**src/rtl/sid_spi_driver.sv**
```systemverilog
// SPI mode-0 write master for tt_um_sid: serialises each accepted register write
// as a 16-bit frame {1'b1, 2'b00, addr, data} with programmable SCLK rate and CS guard times.
module sid_spi_driver #(
    parameter int CLK_DIV  = 4,
    parameter int CS_SETUP = 2,
    parameter int CS_HOLD  = 2,
    parameter int CS_GAP   = 4
) (
    input  logic       i_clk,
    input  logic       i_rst_n,
    input  logic       i_cmd_valid,
    output logic       o_cmd_ready,
    input  logic [4:0] i_cmd_addr,
    input  logic [7:0] i_cmd_data,
    output logic       o_spi_clk,
    output logic       o_spi_cs_n,
    output logic       o_spi_mosi,
    output logic       o_busy,
    output logic       o_done
);

    typedef enum logic [2:0] {
        S_IDLE,
        S_SETUP,
        S_SHIFT,
        S_HOLD,
        S_GAP
    } state_t;

    // Phase counters count down to zero, so each load is the phase length minus one.
    localparam logic [15:0] L_SETUP = 16'(CS_SETUP - 1);
    localparam logic [15:0] L_DIV   = 16'(CLK_DIV - 1);
    localparam logic [15:0] L_HOLD  = 16'(CS_HOLD - 1);
    localparam logic [15:0] L_GAP   = 16'(CS_GAP - 1);

    state_t      r_state;
    state_t      w_state_nxt;
    logic [15:0] r_cnt;
    logic [15:0] w_cnt_nxt;
    logic [3:0]  r_bit;
    logic [3:0]  w_bit_nxt;
    logic        r_high;
    logic        w_high_nxt;
    logic [15:0] r_shreg;
    logic [15:0] w_shreg_nxt;
    logic        w_cnt_zero;
    logic        w_cs_active;

    logic        r_cmd_ready;
    logic        r_spi_clk;
    logic        r_spi_cs_n;
    logic        r_spi_mosi;
    logic        r_busy;
    logic        r_done;

    assign w_cnt_zero = (r_cnt == '0);

    always_comb begin
        w_state_nxt = r_state;
        w_cnt_nxt   = r_cnt;
        w_bit_nxt   = r_bit;
        w_high_nxt  = r_high;
        w_shreg_nxt = r_shreg;
        case (r_state)
            S_IDLE: begin
                if (i_cmd_valid && r_cmd_ready) begin
                    w_state_nxt = S_SETUP;
                    w_cnt_nxt   = L_SETUP;
                    w_shreg_nxt = {1'b1, 2'b00, i_cmd_addr, i_cmd_data};
                end
            end
            S_SETUP: begin
                if (w_cnt_zero) begin
                    w_state_nxt = S_SHIFT;
                    w_cnt_nxt   = L_DIV;
                    w_high_nxt  = 1'b0;
                    w_bit_nxt   = 4'd15;
                end else begin
                    w_cnt_nxt = r_cnt - 16'd1;
                end
            end
            S_SHIFT: begin
                if (!w_cnt_zero) begin
                    w_cnt_nxt = r_cnt - 16'd1;
                end else if (!r_high) begin
                    w_high_nxt = 1'b1;
                    w_cnt_nxt  = L_DIV;
                end else if (r_bit == 4'd0) begin
                    w_state_nxt = S_HOLD;
                    w_high_nxt  = 1'b0;
                    w_cnt_nxt   = L_HOLD;
                end else begin
                    // Falling edge: present the next bit in the same cycle SCLK drops.
                    w_high_nxt  = 1'b0;
                    w_cnt_nxt   = L_DIV;
                    w_bit_nxt   = r_bit - 4'd1;
                    w_shreg_nxt = {r_shreg[14:0], 1'b0};
                end
            end
            S_HOLD: begin
                if (w_cnt_zero) begin
                    w_state_nxt = S_GAP;
                    w_cnt_nxt   = L_GAP;
                end else begin
                    w_cnt_nxt = r_cnt - 16'd1;
                end
            end
            S_GAP: begin
                if (w_cnt_zero) begin
                    w_state_nxt = S_IDLE;
                end else begin
                    w_cnt_nxt = r_cnt - 16'd1;
                end
            end
            default: begin
                w_state_nxt = S_IDLE;
            end
        endcase
    end

    assign w_cs_active = (w_state_nxt == S_SETUP) || (w_state_nxt == S_SHIFT) ||
                         (w_state_nxt == S_HOLD);

    // Outputs are registered from the next-state values so the pins change on the same edge as the state.
    always_ff @(posedge i_clk) begin
        if (!i_rst_n) begin
            r_state     <= S_IDLE;
            r_cnt       <= '0;
            r_bit       <= '0;
            r_high      <= 1'b0;
            r_shreg     <= '0;
            r_cmd_ready <= 1'b0;
            r_spi_clk   <= 1'b0;
            r_spi_cs_n  <= 1'b1;
            r_spi_mosi  <= 1'b0;
            r_busy      <= 1'b0;
            r_done      <= 1'b0;
        end else begin
            r_state     <= w_state_nxt;
            r_cnt       <= w_cnt_nxt;
            r_bit       <= w_bit_nxt;
            r_high      <= w_high_nxt;
            r_shreg     <= w_shreg_nxt;
            r_cmd_ready <= (w_state_nxt == S_IDLE);
            r_spi_clk   <= (w_state_nxt == S_SHIFT) && w_high_nxt;
            r_spi_cs_n  <= !w_cs_active;
            r_spi_mosi  <= w_cs_active && w_shreg_nxt[15];
            r_busy      <= (w_state_nxt != S_IDLE);
            r_done      <= (r_state == S_HOLD) && (w_state_nxt == S_GAP);
        end
    end

    assign o_cmd_ready = r_cmd_ready;
    assign o_spi_clk   = r_spi_clk;
    assign o_spi_cs_n  = r_spi_cs_n;
    assign o_spi_mosi  = r_spi_mosi;
    assign o_busy      = r_busy;
    assign o_done      = r_done;

endmodule

```
**config.mk**
```make
export PLATFORM = sky130hd
export DESIGN_NAME = sid_spi_driver
export DESIGN_NICKNAME = d
export VERILOG_FILES = /design/src/rtl/sid_spi_driver.sv
export SDC_FILE = /design/constraint.sdc
export NUM_CORES = 1
export LEC_CHECK = 0
export ABC_AREA = 0
export BUFFER_PORTS_ARGS = -buffer_cell sky130_fd_sc_hd__buf_4
export CORE_MARGIN = 2
export CORE_UTILIZATION = 55
export CTS_CLUSTER_SIZE = 30
export DETAILED_ROUTE_END_ITERATION = 12
export GPL_ROUTABILITY_DRIVEN = 0
export GPL_TIMING_DRIVEN = 0
export PLACE_DENSITY = 0.79
export SYNTH_ARGS = -nofsm -noshare
export SYNTH_HDL_FRONTEND = slang
export SYNTH_SLANG_ARGS = --single-unit
export TNS_END_PERCENT = 100
```
**constraint.sdc**
```tcl
create_clock -name i_clk -period 2.65 [get_ports i_clk]
set_input_delay 0.53 -clock i_clk [delete_from_list [all_inputs] [get_ports i_clk]]
set_output_delay 0.53 -clock i_clk [all_outputs]
set_load 0.02 [all_outputs]
```
==> results.py <==
metrics = {
    "floorplanning": {
        "dieArea_um2": 4420,
        "ios": 22,
        "core_area_um2": 3720,
        "die_y_um": 66.5,
        "initial_utilization_pct": 57.8,
        "fp-row-count": 22,
        "dieWidth_um": 66.5,
    },
    "synth": {
        "ys_seq_area_share_pct": 42.9,
        "synth-adder-area-share_pct": 2.33,
        "netlist.area_leader.share_pct": 42.9,
        "ys_ff_latch": 46,
        "synth_cell_type_count": 51,
        "synthCells": 244,
        "muxShareOfSynthArea_pct": 0,
        "synthXorXnorAreaFrac_pct": 2.45,
        "synth_area_um2": 2150,
        "synthTopCellsByArea": "dfxtp_1 43%, a21oi_1 7.2%, a22oi_1 4.5%",
        "yosysWarningCount": 0,
        "synth_edf_count": 0,
        "syn-num-nets": 264,
        "synth-simple-area-share_pct": 22.0,
        "async_flop_share_pct": 0,
        "yosysTopAreaCell": "dfxtp_1",
        "synth_compound_area_share_pct": 25.8,
        "avgSynthCellArea_um2": 8.80,
        "synth_flop_cell": "dfxtp_1",
        "synth_top_family_by_area": "compound AO/OA/AOI/OAI gates",
    },
    "sta": {
        "relSlewSlack_pct": 38.8,
        "setup_viol": 0,
        "worst_slew_pin_slew_ns": 0.911,
        "final_hold_viol_count": 0,
        "rsz0062_at_grt": "no",
        "slew_violations": 0,
        "fin_crit_sh_pct": 90.0,
        "fin_setup_tns_ns": 0,
        "max_clock_freq_mhz": 419,
        "fin_skew_ns": 0.00566,
        "layout_min_cycle_time_ns": 2.38,
    },
    "pwr": {
        "power_density_nw_per_um2": 1250,
        "p_switching_mw": 1.33,
        "switching_share_pct": 43.4,
        "power_mw": 3.07,
        "p_clk_share_pct": 14.5,
        "p_comb_share_pct": 51.3,
        "seqPwrFrac_pct": 34.2,
        "peakVddDrop_v": 0.000568,
        "p_leak_nw": 0.908,
        "p_int_mw": 1.73,
    },
    "routing": {
        "viasPerCell": 5.81,
        "firstDrtPassIters": 4,
        "ant_nets": 0,
        "vias": 1864,
        "avgRoutedWirePerCell_um": 13.7,
        "finalWirelength_um": 4390,
        "drcViolationCount": 0,
        "drt_iter0_markers": 98,
    },
    "finish": {
        "drive_gt1_share_pct": 15.0,
        "stdcell_count": 321,
        "nNetsFinal": 292,
        "syn_to_final_growth_pct": 14.4,
        "antenna_cells": 0,
    },
    "global_routing": {
        "overflow": 0,
        "grt_pass1_wl_um": 7330,
        "grt_max_degree": 14,
        "grt_usage_pct": 21.8,
        "grt_pass1_vias": 1644,
        "antenna_found_initial": 0,
    },
    "clocking": {
        "cts-buffers-inserted": 5,
        "ctsResizeCount": 0,
        "insertion_delay_ns": 0.30,
        "numClockSinks": 46,
        "post_cts_hold_buffer_count": 0,
        "cts.path.max_buffers": 2,
        "htreeDepth": 2,
        "clk_pin_slew_worst_paths_ns": 0.08,
        "cts_tree": "built",
        "post_cts.repair.setup_buffers": 0,
        "clock-root-buffer": "clkbuf_8",
    },
    "status": {
        "outcome": "finished clean",
    },
    "worst_setup_path": {
        "critical_path_required_ns": 2.84,
        "crit_path_end": "o_spi_clk",
        "crit_fanout": 9,
        "r2r_end": "o_spi_clk",
        "crit_arrival_ns": 2.57,
        "cp-start-kind": "flip-flop",
        "r2r.worst_path.cells": 10,
        "critPathLaunch": "r_cnt[0]",
        "timing.rr.start": "r_cnt[0]",
        "rrSetupSlack_ns": 0.27,
        "criticalPathCategory": "flip-flop to flip-flop",
        "crit_path_end_kind": "flip-flop",
    },
    "run": {
        "cap_violations": 0,
    },
    "hold_path": {
        "hold_class": "primary input to flip-flop",
    },
    "placement": {
        "dp.cells": 313,
        "io_buffers": 21,
        "hpwl_um": 3170,
    },
}
==> cells by family after synthesis <==
family	Yosys count
flip-flops	46
adder cells (fa/ha/maj)	4
buffers and inverters	23
XOR/XNOR	6
AO/OA/AOI/OAI	89
AND/OR/NAND/NOR	76
==> flip-flops by register name (all words and copies together), names as in the netlist, 3 cells and up <==
register / count
r_state: 3
r_bit: 4
r_shreg: 16
r_cnt: 16
==> cell usage after synthesis (all sizes together) (4+ instances only) <==
cell    instances
or3             7
nor3            5
a21oi          31
dfxtp          46
o31ai           5
ha              4
o21ai          19
clkbuf          8
buf             4
inv            11
nor4            4
nand2          11
a211oi          4
nor2           16
a22oi          13
or4             7
==> layout by cell type, fill, tap and decap left out, types with 4 or more instances in the layout <==
cell,synthesis,layout
nand2_1,11,11
a22oi_1,13,13
ha_1,4,4
or3_1,7,7
buf_4,1,22
a211oi_1,4,4
inv_1,9,9
dfxtp_1,46,46
nor2_1,16,16
clkbuf_1,8,9
a21oi_1,31,31
clkbuf_8,0,6
nor3_1,5,5
o31ai_1,5,5
or4_1,7,7
o21ai_0,19,19
==> routing by layer <==
layer	wire (um)	vias to the layer above	global-route usage, %
li1	-	968	-
met1	2060	865	27.6
met2	2150	27	36.1
met3	121	4	5.57
met4	56	0	6.89
met5	0	-	0
==> how the worst min path moves through the flow <==
stage / from / endpoint / slack [ns] / depth (start not counted)
floorplan: r_shreg[12] / r_shreg[13] / 0.44 / 2
global placement: r_cnt[9] / r_cnt[9] / 0.45 / 2
detailed placement: r_cnt[9] / r_cnt[9] / 0.46 / 2
CTS: i_rst_n / o_spi_cs_n / 0.44 / 2
global route: i_rst_n / o_spi_cs_n / 0.45 / 2
finish: i_rst_n / o_spi_cs_n / 0.45 / 2
==> final cells by class <==
class	instances	area, um^2
fillers	310	1260
multi-input cells	175	1130
flip-flops and latches	46	921
repair buffers	21	158
clock buffers	7	86.3
well taps	48	60.1
plain buffers	12	52.6
inverters	11	43.8
clock inverters	1	5.00
==> per-stage QoR <==
stage | hold slack (ns) | utilization [%] | cell area [um^2] | worst slack (ns)
floorplan | 0.437 | - | 2150 | 0.502
global placement | 0.451 | 63.6 | 2360 | 0.326
detailed placement | 0.456 | 63.6 | 2360 | 0.285
CTS | 0.443 | 66.1 | 2460 | 0.257
global route | 0.447 | 66.1 | 2460 | 0.162
finish | 0.447 | 66.1 | 2460 | 0.266
==> worst max-delay path, cell delays in order, from the launching register on <==
cell and delay (ns):
dfxtp_1 0.34, inv_1 0.09, ha_1 0.15, nor4b_1 0.34, and4_4 0.35, inv_4 0.07
ha_1 0.28, a21oi_1 0.06, a211o_1 0.27, and3_1 0.17, nor4b_2 0.15
==> power by group through the flow <==
stage | clock network, mW | registers (mW) | logic, mW
3_5_place_dp | 0 | 1.06 | 1.56
4_1_cts | 0.451 | 1.05 | 1.57
3_3_place_gp | 0 | 1.06 | 1.53
6_report | 0.445 | 1.05 | 1.57
5_1_grt | 0.479 | 1.07 | 1.77
2_1_floorplan | 0 | 1.05 | 1.22
No activity file was read; power rests on OpenSTA's default activity.
